### src/rtl/sram_arbiter.sv
// Purpose: shares one external asynchronous SRAM port between CPU (rd/wr), VGA (rd) and audio (rd),
//          running each grant as a fixed access: IDLE -> ACCESS (WAIT_CYCLES) -> DONE (ack) -> IDLE.
// Ports:   per-requester req/addr(/we/din) in, one-cycle ack and held read data out;
//          SRAM address/data/strobes (CE/OE/WE active-low) out; busy and owner status out.
// Latency: ack arrives 1+WAIT_CYCLES cycles after req is sampled in IDLE; requests are taken only
//          in IDLE, and a requester holds req until its ack (no other backpressure).
module sram_arbiter #(
   parameter int DW          = 16,
   parameter int AW          = 16,
   parameter int WAIT_CYCLES = 1,
   parameter int VGA_MAX     = 4
) (
   input  logic          clk,
   input  logic          rst,
   input  logic          cpu_req,
   input  logic          cpu_we,
   input  logic [AW-1:0] cpu_addr,
   input  logic [DW-1:0] cpu_din,
   output logic          cpu_ack,
   output logic [DW-1:0] cpu_dout,
   input  logic          vga_req,
   input  logic [AW-1:0] vga_addr,
   output logic          vga_ack,
   output logic [DW-1:0] vga_dout,
   input  logic          aud_req,
   input  logic [AW-1:0] aud_addr,
   output logic          aud_ack,
   output logic [DW-1:0] aud_dout,
   output logic [AW-1:0] sram_addr,
   output logic [DW-1:0] sram_din,
   input  logic [DW-1:0] sram_dout,
   output logic          SRAM_CE,
   output logic          SRAM_OE,
   output logic          SRAM_WE,
   output logic          busy,
   output logic [1:0]    owner
);

   localparam int WCW = (WAIT_CYCLES > 1) ? $clog2(WAIT_CYCLES) : 1;
   localparam int SCW = $clog2(VGA_MAX + 1);

   localparam logic [1:0] OWN_NONE = 2'd0;
   localparam logic [1:0] OWN_CPU  = 2'd1;
   localparam logic [1:0] OWN_VGA  = 2'd2;
   localparam logic [1:0] OWN_AUD  = 2'd3;

   typedef enum logic [1:0] {S_IDLE, S_ACCESS, S_DONE} state_t;

   state_t          state, state_d;
   logic [WCW-1:0]  wait_cnt, wait_cnt_d;
   logic [SCW-1:0]  streak, streak_d;
   logic            rr_aud, rr_aud_d;     // 1: audio wins the next CPU/audio tie
   logic            wr, wr_d;             // current access is a write
   logic [AW-1:0]   sram_addr_d;
   logic [DW-1:0]   sram_din_d;
   logic            ce_d, oe_d, we_d;
   logic            cpu_ack_d, vga_ack_d, aud_ack_d;
   logic [DW-1:0]   cpu_dout_d, vga_dout_d, aud_dout_d;
   logic            busy_d;
   logic [1:0]      owner_d;

   logic            others_pend;
   logic            guard_hit;
   logic            pick_aud;

   always_comb begin
      state_d     = state;
      wait_cnt_d  = wait_cnt;
      streak_d    = streak;
      rr_aud_d    = rr_aud;
      wr_d        = wr;
      sram_addr_d = sram_addr;
      sram_din_d  = sram_din;
      ce_d        = SRAM_CE;
      oe_d        = SRAM_OE;
      we_d        = SRAM_WE;
      cpu_ack_d   = 1'b0;
      vga_ack_d   = 1'b0;
      aud_ack_d   = 1'b0;
      cpu_dout_d  = cpu_dout;
      vga_dout_d  = vga_dout;
      aud_dout_d  = aud_dout;
      busy_d      = busy;
      owner_d     = owner;

      others_pend = cpu_req | aud_req;
      // VGA loses this grant once it has won VGA_MAX in a row over a waiting requester
      guard_hit   = others_pend && (streak == SCW'(VGA_MAX));
      // CPU/audio round-robin winner; only meaningful when one of them is requesting
      pick_aud    = aud_req && (!cpu_req || rr_aud);

      unique case (state)
         S_IDLE: begin
            if (vga_req || others_pend) begin
               if (vga_req && !guard_hit) begin
                  owner_d     = OWN_VGA;
                  sram_addr_d = vga_addr;
                  wr_d        = 1'b0;
                  streak_d    = others_pend ? streak + 1'b1 : '0;
               end else if (pick_aud) begin
                  owner_d     = OWN_AUD;
                  sram_addr_d = aud_addr;
                  wr_d        = 1'b0;
                  streak_d    = '0;
                  rr_aud_d    = 1'b0;
               end else begin
                  owner_d     = OWN_CPU;
                  sram_addr_d = cpu_addr;
                  sram_din_d  = cpu_din;
                  wr_d        = cpu_we;
                  streak_d    = '0;
                  rr_aud_d    = 1'b1;
               end
               ce_d       = 1'b0;
               // only a CPU grant can carry a write
               oe_d       = (owner_d == OWN_CPU) && cpu_we;
               we_d       = !((owner_d == OWN_CPU) && cpu_we);
               busy_d     = 1'b1;
               wait_cnt_d = '0;
               state_d    = S_ACCESS;
            end
         end
         S_ACCESS: begin
            if (wait_cnt == WCW'(WAIT_CYCLES - 1)) begin
               ce_d    = 1'b1;
               oe_d    = 1'b1;
               we_d    = 1'b1;
               state_d = S_DONE;
               unique case (owner)
                  OWN_CPU: begin
                     cpu_ack_d = 1'b1;
                     if (!wr) cpu_dout_d = sram_dout;
                  end
                  OWN_VGA: begin
                     vga_ack_d  = 1'b1;
                     vga_dout_d = sram_dout;
                  end
                  OWN_AUD: begin
                     aud_ack_d  = 1'b1;
                     aud_dout_d = sram_dout;
                  end
                  default: ;
               endcase
            end else begin
               wait_cnt_d = wait_cnt + 1'b1;
            end
         end
         S_DONE: begin
            busy_d  = 1'b0;
            owner_d = OWN_NONE;
            state_d = S_IDLE;
         end
         default: state_d = S_IDLE;
      endcase
   end

   always_ff @(posedge clk) begin
      if (rst) begin
         state     <= S_IDLE;
         wait_cnt  <= '0;
         streak    <= '0;
         rr_aud    <= 1'b0;
         wr        <= 1'b0;
         sram_addr <= '0;
         sram_din  <= '0;
         SRAM_CE   <= 1'b1;
         SRAM_OE   <= 1'b1;
         SRAM_WE   <= 1'b1;
         cpu_ack   <= 1'b0;
         vga_ack   <= 1'b0;
         aud_ack   <= 1'b0;
         cpu_dout  <= '0;
         vga_dout  <= '0;
         aud_dout  <= '0;
         busy      <= 1'b0;
         owner     <= OWN_NONE;
      end else begin
         state     <= state_d;
         wait_cnt  <= wait_cnt_d;
         streak    <= streak_d;
         rr_aud    <= rr_aud_d;
         wr        <= wr_d;
         sram_addr <= sram_addr_d;
         sram_din  <= sram_din_d;
         SRAM_CE   <= ce_d;
         SRAM_OE   <= oe_d;
         SRAM_WE   <= we_d;
         cpu_ack   <= cpu_ack_d;
         vga_ack   <= vga_ack_d;
         aud_ack   <= aud_ack_d;
         cpu_dout  <= cpu_dout_d;
         vga_dout  <= vga_dout_d;
         aud_dout  <= aud_dout_d;
         busy      <= busy_d;
         owner     <= owner_d;
      end
   end

endmodule

### config.mk
export PLATFORM = sky130hd
export DESIGN_NAME = sram_arbiter
export DESIGN_NICKNAME = d
export VERILOG_FILES = /design/src/rtl/sram_arbiter.sv
export SDC_FILE = /design/constraint.sdc
export NUM_CORES = 1
export LEC_CHECK = 0
export CORE_AREA = 2 2 131 133
export CTS_CLUSTER_SIZE = 16
export DETAILED_ROUTE_END_ITERATION = 6
export DIE_AREA = 0 0 133 135
export GPL_TIMING_DRIVEN = 0
export REMOVE_ABC_BUFFERS = 1
export SYNTH_ARGS = -nofsm -noshare
export SYNTH_HDL_FRONTEND = slang
export SYNTH_SLANG_ARGS = --single-unit
### constraint.sdc
create_clock -name clk -period 2.35 [get_ports clk]
set_clock_uncertainty 0.15 [all_clocks]
set_input_delay 0.705 -clock clk [delete_from_list [all_inputs] [get_ports clk]]
set_output_delay 0.705 -clock clk [all_outputs]
set_load 0.005 [all_outputs]
Word-level counts from Yosys, hierarchy flattened
Index checks and enable logic that the tools add are counted.

operators by class
  eq/ne operators = 9
  bitwise gates (word level) = 6
  muxes and demuxes = 30
  reductions and logical operators = 23
  add/subtract/negate cells = 2

operator list
  operator             count
  $mux 16              2
  $mux 2               7
  $mux 1               12
  $reduce_and 3->1     4
  $pmux 1 s2           5
  $pmux 2 s2           2
  $reduce_and 2->1     4
  $reduce_and 4->1     2
  $eq 2x1->1 const B   3
  $eq 2x2->1 const B   3
  $mux 3               2
  $not 1->1            5
  $logic_and 1x1->1    4
  $ne 2x2->1 const B   2
  $reduce_bool 2->1    2
  $add 3x1->3 const B  1
  $eq 3x3->1 const B   1
  $logic_not 1->1      3
  $reduce_or 3->1      1
  $logic_not 2->1      1
  $logic_or 1x1->1     2
  $add 1x1->1 const B  1
  $or 1x1->1           1

storage, ports and cells
  register bits after elaboration = 97
  word-level logic and storage cells = 88
  output and inout port bits = 89
  input port bits = 86

Logic depth before layout (Yosys ltp)
Gate-level depths: netlist of the first run.

  depth in word-level cells = 12
  mapped depth = 8
  depth with buffers taken out = 6

Least setup slack after synthesis of the first run
Ideal clock, no wire load.

  path type = in2reg
  start point = input aud_req
  end point = register sram_din[10]
  path slack = 329 ps
  library setup time = 72 ps
  stages = 7
  buffers on the path = 3
  arrival time = 1799 ps
  data required time = 2128 ps
  path through = buf_4 -> nor3_2 -> nor3_2 -> and3_1 -> buf_6 -> buf_6 -> mux2i_1

between the ends
  word-level cells in the longest chain between the ends = 6
  elaborated cells between the ends (all ways) = 9
  classes of those cells = 3 x bitwise; 6 x reduce/logical

ends and longest elaborated chain
  item                            line  text
  from (decl)                     25    input logic aud_req,
  $or 1x1->1                      86    others_pend = cpu_req | aud_req;
  $logic_and 1x1->1               88    guard_hit = others_pend && (streak == SCW'(VGA_MAX));
  $logic_not 1->1                 95    if (vga_req && !guard_hit) begin
  $logic_and 1x1->1               95
  $not 1->1 (no line)             --
  $reduce_and 4->1 (no line) (*)  --
  to (signal assigned)            184   sram_din <= sram_din_d;
  to (decl)                       30    output logic [DW-1:0] sram_din,

Mark *: on every way between the ends. The rest lies on a longest branch, timed or not.
A chain may end at the register's enable or synchronous reset.

Worst setup path in the final report of the first run
  start point = input cpu_req
  end point = register streak[2]

between the ends
  word-level cells in the longest chain between the ends = 5
  elaborated cells between the ends (all ways) = 8
  classes of those cells = 2 x mux; 1 x bitwise; 5 x reduce/logical

ends and longest elaborated chain
  item                  line  text
  from (decl)           15    input logic cpu_req,
  $or 1x1->1 (*)        86
  $logic_and 1x1->1     88
  $logic_not 1->1       95
  $logic_and 1x1->1     95
  $mux 3                95
  to (signal assigned)  180   streak <= streak_d;
  to (decl)             51    logic [SCW-1:0] streak, streak_d;

Marks and branches as above.

==> results of run 1 <==
layout by cell type (no fill, tap or decap), types with 2 or more instances in the layout:
cell                              instances
sky130_fd_sc_hd__mux2i_1                 16
sky130_fd_sc_hd__nand3_1                  4
sky130_fd_sc_hd__inv_1                    3
sky130_fd_sc_hd__dfxtp_1                 96
sky130_fd_sc_hd__buf_12                   2
sky130_fd_sc_hd__nand2b_2                 2
sky130_fd_sc_hd__nor2_1                  24
sky130_fd_sc_hd__o41ai_2                 16
sky130_fd_sc_hd__clkbuf_8                 2
sky130_fd_sc_hd__nand3b_1                17
sky130_fd_sc_hd__nand2b_1                35
sky130_fd_sc_hd__nor3_1                   3
sky130_fd_sc_hd__o21ai_0                  3
sky130_fd_sc_hd__ha_1                     2
sky130_fd_sc_hd__nor3_2                   2
sky130_fd_sc_hd__clkbuf_16                9
sky130_fd_sc_hd__a21oi_1                 55
sky130_fd_sc_hd__and3_1                  17
sky130_fd_sc_hd__buf_4                    5
sky130_fd_sc_hd__or3_4                    3
sky130_fd_sc_hd__clkinv_4                 2
sky130_fd_sc_hd__nand2_1                104
sky130_fd_sc_hd__clkdlybuf4s50_1        171
sky130_fd_sc_hd__or3_1                    3
sky130_fd_sc_hd__a211oi_1                16
power groups by stage:
stage	registers [uW]	clock network, uW	logic, uW
2_1_floorplan	1800	0	240
3_3_place_gp	1800	0	656
3_5_place_dp	1800	0	666
4_1_cts	1770	1610	701
5_1_grt	1780	1660	762
6_report	1770	1550	707
cells in the mapped netlist:
cell type / instances
sky130_fd_sc_hd__a211oi_1: 16
sky130_fd_sc_hd__a21oi_1: 55
sky130_fd_sc_hd__a31oi_1: 1
sky130_fd_sc_hd__a32o_1: 1
sky130_fd_sc_hd__and2b_1: 1
sky130_fd_sc_hd__and3_1: 18
sky130_fd_sc_hd__buf_2: 13
sky130_fd_sc_hd__buf_4: 2
sky130_fd_sc_hd__buf_6: 4
sky130_fd_sc_hd__clkbuf_1: 19
sky130_fd_sc_hd__dfxtp_1: 96
sky130_fd_sc_hd__ha_1: 2
sky130_fd_sc_hd__inv_1: 3
sky130_fd_sc_hd__mux2i_1: 16
sky130_fd_sc_hd__nand2_1: 105
sky130_fd_sc_hd__nand2b_1: 36
sky130_fd_sc_hd__nand2b_2: 1
sky130_fd_sc_hd__nand3_1: 4
sky130_fd_sc_hd__nand3b_1: 17
sky130_fd_sc_hd__nand4_1: 1
sky130_fd_sc_hd__nor2_1: 24
sky130_fd_sc_hd__nor2b_1: 1
sky130_fd_sc_hd__nor3_1: 3
sky130_fd_sc_hd__nor3_2: 3
sky130_fd_sc_hd__nor4_1: 1
sky130_fd_sc_hd__o21a_1: 1
sky130_fd_sc_hd__o21ai_0: 3
sky130_fd_sc_hd__o21ai_1: 1
sky130_fd_sc_hd__o41ai_2: 16
sky130_fd_sc_hd__or2_2: 1
sky130_fd_sc_hd__or3_1: 4
flip-flops by register name (all words and copies together) (netlist names), 2 cells and up:
register   count
sram_addr     16
vga_dout      16
streak         3
cpu_dout      16
aud_dout      16
owner          2
sram_din      16
state          2
kinds of logic after synthesis:
| kind of cell | count (synthesis) | synth area share, % |
|---|---|---|
| AO/OA/AOI/OAI | 94 | 17.1 |
| flip-flops | 96 | 46.9 |
| multiplexers | 16 | 3.91 |
| buffers and inverters | 41 | 5.07 |
| adder cells (fa/ha/maj) | 2 | 0.611 |
| AND/OR/NAND/NOR | 220 | 26.4 |
worst max-delay path, cell delays in order:
cell	delay, ns
sky130_fd_sc_hd__clkdlybuf4s50_1	0.47
sky130_fd_sc_hd__nor3_2	0.45
sky130_fd_sc_hd__or3_4	0.40
sky130_fd_sc_hd__nor2_1	0.09
sky130_fd_sc_hd__a32o_1	0.25
layout make-up:
class	count	area share (%)
Multi-Input combinational cell	335	32.0
Sequential cell	96	30.0
Timing Repair Buffer	181	28.6
Tap cell	220	4.29
Clock buffer	11	3.94
Clock inverter	5	0.995
Inverter	3	0.176
what timing repair did:
item | CTS | global route
resized for setup | 12 | 5
cloned | 3 | 0
endpoints found under the setup margin | 44 | 23
setup buffers | 2 | 3
pin swaps | 3 | 1
endpoints found under the hold margin | 0 | 0
metrics by stage:
step                      util [%]  hold slack, ns  area (sq um)  cells
final                         39.1           0.305          6410    851
after global routing          39.1           0.319          6410    851
after CTS                     38.7           0.303          6350    847
after detailed placement      36.2           0.283          5950    826
after global placement        36.1           0.287          5920    825
after floorplan                  -           0.289          3900    431
layer usage:
layer,up-vias,share of wire (%),track usage (%)
met2,149,48,24.7
met3,13,7.6,4.50
li1,1923,-,-
met4,0,1.5,5.73
met5,-,0,0
met1,1823,43,16.7
how the worst min path moves through the flow:
stage	depth (start not counted)	startpoint	end
2_1_floorplan	2	SRAM_CE$_SDFFE_PP1P_	SRAM_CE$_SDFFE_PP1P_
3_3_place_gp	2	SRAM_CE$_SDFFE_PP1P_	SRAM_CE$_SDFFE_PP1P_
3_5_place_dp	2	SRAM_CE$_SDFFE_PP1P_	SRAM_CE$_SDFFE_PP1P_
4_1_cts	2	SRAM_CE$_SDFFE_PP1P_	SRAM_CE$_SDFFE_PP1P_
5_1_grt	2	SRAM_CE$_SDFFE_PP1P_	SRAM_CE$_SDFFE_PP1P_
6_report	2	SRAM_CE$_SDFFE_PP1P_	SRAM_CE$_SDFFE_PP1P_
==> flow_summary.toml, run 1 <==
[timing]
setup_viol_count_final = 0
hold_violations = 0
layout_worst_path_cycle_share_pct = 97.2
grt_setup_unrepaired = "no"
tightest_slew_ns = 1.13
achievable-frequency_mhz = 438
layout_setup_ws_ns = 0.0655
final.setup.tns_ns = 0
worst_slew_margin_relative_to_its_limit_pct = 24.4
final-max-slew-violation-count = 0
layout_min_cycle_time_ns = 2.28

[placed_design]
preCtsSetupSlack_ns = -1.77
gpl.final_weighted_congestion = 0.781
io_buffer_count = 174
dp_hpwl_um = 8460

[finish]
antenna-diode-count = 0
filler_cells_inserted = 1623
multi_input_area_sq_um = 2050
seq_area_sq_um = 1920
drive_gt1_share_pct = 8.72
synthToLayoutAreaGrowth_pct = 56.6
finalNetCount = 714

[hold_path]
worst_hold_path_type = "flop to flop"

[routing]
drt-vias-per-instance = 4.59
ant_nets = 0
route.detailed.drc = 0
routed_wire_length_per_instance_um = 15.3
detail_route.iter0.violations = 158
via_count = 3908
drt_pass1_iterations = 6
total_wirelength_of_the_detailed_routed_design_um = 13000

[synth]
distinct_cell_type_count_after_synthesis = 31
synth-seq-cells = 96
synth.cell_area_sq_um = 4100
yosys_warnings = 0
syn_area_per_cell_sq_um = 8.73
synth_largest_area_cell = "sky130_fd_sc_hd__dfxtp_1"
yosysSeqAreaShare_pct = 46.9
syn_inst = 469
post_synth_main_area_contributors = "sky130_fd_sc_hd__dfxtp_1 (47%), sky130_fd_sc_hd__nand2_1 (9.6%), sky130_fd_sc_hd__a21oi_1 (6.7%), sky130_fd_sc_hd__o41ai_2 (6.4%), sky130_fd_sc_hd__nand2b_1 (5.5%)"
yosysTopAreaCellShare_pct = 46.9

[floorplanning]
dieHeight_um = 135
initial_utilization_pct = 25.0
std_cell_rows = 47
ioPinCount = 175
dieArea_sq_um = 18000
core_area_sq_um = 16400
dieWidth_um = 133

[pwr]
combinationalPowerShare_pct = 17.5
p_clk_share_pct = 38.6
report.power.total_uw = 4030
seq_power_share_pct = 43.9
pint_uw = 3000
sw_ratio_pct = 25.4
power.switching_uw = 1020
cellPowerDensity_nw_per_um2 = 628
static-leakage-power_uw = 0.00228
peakVddDrop_mv = 0.355

[global_route]
grt_first_pass_wirelength_um = 20300
initial_antenna_violation_count = 0
gr-total-overflow = 0
globalRouteTotalUtil_pct = 14.4
grt_pass1_vias = 3864
grt_start_max_net_pins = 87

[clock_tree]
cts.clk_slew.worst_paths_ns = 0.07
clk-insertion-delay-late_ns = 0.34
cts-root-to-sink-buffers = 2
cts_tree = "done"
ctsHtreeMaxLevel = 3
cts-buffers-inserted = 9
cts.hold.buffers_added = 0
cts-root-buf = "sky130_fd_sc_hd__clkbuf_16"
tritoncts_num_sinks = 96

[setup_path]
critical_path_class = "primary input to flop"
critPathLaunch = "cpu_req"
timing.critical_path.required_ns = 2.43
critPathArrivalTime_ns = 2.37
crit_path_end_kind = "flop"
critical_path.endpoint = "streak[2]$_SDFFE_PP0P_"
worst_r2r_path_depth = 4
worstReg2RegEnd = "cpu_dout[5]$_SDFFE_PP0P_"
worstReg2RegStart = "state[1]$_SDFFE_PP0P_"
worstPathMaxFanout = 21
rrSetupSlack_ns = 0.21
start_kind = "primary input"

[outcome]
run_status = "completed"

[job]
max_cap_viol_count = 0
(Power assumes the default switching activity.)
==> run 2, diff against run 1 <==
--- a/config.mk
+++ b/config.mk
@@ -5,6 +5,7 @@
 export SDC_FILE = /design/constraint.sdc
 export NUM_CORES = 1
 export LEC_CHECK = 0
+export CAP_MARGIN = 25
 export CORE_AREA = 2 2 131 133
 export CTS_CLUSTER_SIZE = 16
 export DETAILED_ROUTE_END_ITERATION = 6
==> run 2 against run 1 <==
First-iteration DRC count shrank 23%. Clock power shrank 11%. Design area shrank 1.2%. Sequential power is essentially flat. Power shrank 4.6%. Critical path depth grew 1. Die area is the same. Highest routed layer unchanged. Routed wire length shrank 0.21%. Setup slack lost 0.026 ns. Core utilization shrank 0.46 points. Largest power group unchanged. Via count grew 0.23%.
==> flow_summary.toml, run 2 (synthesis gave the netlist of run 1 again) <==
[finish]
finalNetCount = 713
synthToLayoutAreaGrowth_pct = 54.8
antenna-diode-count = 0
commonest_non_fill_non_tap_cell_in_the_layout = "sky130_fd_sc_hd__clkdlybuf4s50_1"
most-common-layout-cells = "sky130_fd_sc_hd__clkdlybuf4s50_1 (171), sky130_fd_sc_hd__nand2_1 (104), sky130_fd_sc_hd__dfxtp_1 (96)"
post-route-cell-area_sq_um = 6340
drive_gt1_share_pct = 8.43

[clock_tree]
cts-root-buf = "sky130_fd_sc_hd__clkbuf_16"
tritoncts_num_sinks = 96
cts.hold.buffers_added = 0
clk-insertion-delay-late_ns = 0.34
ctsHtreeMaxLevel = 3
cts.clk_slew.worst_paths_ns = 0.07
cts_tree = "done"
cts-root-to-sink-buffers = 2
cts-buffers-inserted = 9

[job]
max_cap_viol_count = 0

[hold_path]
min_from = "cpu_dout[9]$_SDFFE_PP0P_"
worst_hold_path_type = "flop to flop"

[routing]
detail_route.iter0.violations = 121
drt_pass1_iterations = 4
ant_nets = 0
total_wirelength_of_the_detailed_routed_design_um = 13000
route.detailed.drc = 0
via_count = 3917
routed_wire_length_per_instance_um = 15.3
drt-vias-per-instance = 4.61

[global_route]
grt_first_pass_wirelength_um = 21000
globalRouteTotalUtil_pct = 14.8
grt_pass1_vias = 4012
grt_start_max_net_pins = 87
initial_antenna_violation_count = 0
gr-total-overflow = 0

[placed_design]
io_buffer_count = 174
dp_hpwl_um = 8620
placed_instance_area_sq_um = 5980
gpl.final_weighted_congestion = 0.781
preCtsSetupSlack_ns = -1.49

[timing]
achievable-frequency_mhz = 433
layout_min_cycle_time_ns = 2.31
grt_setup_unrepaired = "yes"
final-max-slew-violation-count = 0
setup_viol_count_final = 0
worst_slew_margin_relative_to_its_limit_pct = 42.8
tightest_slew_ns = 0.856
layout_worst_path_cycle_share_pct = 98.3
hold_violations = 0
layout_setup_ws_ns = 0.0392

[floorplanning]
dieArea_sq_um = 18000
core_area_sq_um = 16400
initial_utilization_pct = 25.0
std_cell_rows = 47
dieHeight_um = 135
ioPinCount = 175
dieWidth_um = 133

[setup_path]
timing.critical_path.max_delay_family = "simple AND/OR/NAND/NOR gates"
critPathArrivalTime_ns = 2.44
worstPathMaxFanout = 19
critPathLaunch = "cpu_req"
worstReg2RegStart = "state[0]$_SDFFE_PP0P_"
timing.critical_path.required_ns = 2.48
crit_chain = "clkdlybuf4s50_1, nand2b_2, nand2_8, and3_4, buf_8, mux2i_1"
start_kind = "primary input"
critical_path_class = "primary input to flop"
critical-path-slowest-cell = "sky130_fd_sc_hd__clkdlybuf4s50_1"
crit_path_end_kind = "flop"
combined_buffer_and_inverter_count_along_the_critical_path = 2
critical-path-max-stage-delay_ns = 0.53

[pwr]
static-leakage-power_uw = 0.00224
cellPowerDensity_nw_per_um2 = 606
peakVddDrop_mv = 0.360

[outcome]
run_status = "completed"
==> run 2: changes by cell type in the layout (fill, tap and decap cells not counted), sizes merged <==
cell and change:
bufinv -1, buf -1, clkinvlp +1, clkbuf -2
inv +1
==> run 2: report_power, final <==
part | total [uW] | internal (uW) | switching [uW]
Sequential | 1770 | 1710 | 56.3
Combinational | 698 | 391 | 307
Clock | 1380 | 718 | 658
==> run 2: routing by layer <==
layer | part of all wire [%] | global-route usage, % | wire [um] | vias to the layer above
li1 | - | - | - | 1926
met1 | 43 | 17.3 | 5570 | 1824
met2 | 48 | 25.5 | 6180 | 153
met3 | 7.8 | 5.07 | 1010 | 14
met4 | 1.7 | 5.08 | 220 | 0
met5 | 0 | 0 | 0 | -
==> run 2: final cells by class <==
class	count	area [sq um]
clock buffer	9	225
clock inverter	6	43.8
timing repair buffer	180	1820
fill	1590	10100
tap	220	275
multi-input combinational	335	2040
inverter	3	11.3
sequential	96	1920
==> run 2: tightest hold or removal path, cell delays in order, from the launching register on <==
cell and delay (ns):
sky130_fd_sc_hd__dfxtp_1 0.31, sky130_fd_sc_hd__nand2_1 0.05, sky130_fd_sc_hd__a21oi_1 0.05
==> run 2: path summary, 6_finish.rpt <==
check	end	slack (ns)	depth (start not counted)
hold / removal	cpu_dout[9]$_SDFFE_PP0P_	0.31	2
setup reg to reg	aud_dout[13]$_SDFFE_PP0P_	0.28	4
hold reg to reg	cpu_dout[9]$_SDFFE_PP0P_	0.31	2
setup / recovery	sram_din[15]$_SDFFE_PP0P_	0.04	6
==> run 2: what timing repair did <==
action | in CTS | in global routing
pin swaps | 3 | 1
cloned | 3 | 0
gates resized for setup | 15 | 0
endpoints found under the setup margin | 44 | 27
buffers inserted | 2 | 0
==> run 2: per-stage QoR <==
step | hold WS, ns | power (uW) | std cells | TNS, ns | util, %
after floorplan | 0.289 | 2040 | 431 | -7.62 | -
after global routing | 0.323 | 4030 | 849 | -1.28 | 38.6
after CTS | 0.306 | 3910 | 849 | 0 | 38.6
after global placement | 0.287 | 2450 | 825 | -224.21 | 36.1
after detailed placement | 0.290 | 2470 | 829 | -47.77 | 36.5
final | 0.306 | 3840 | 849 | 0 | 38.6
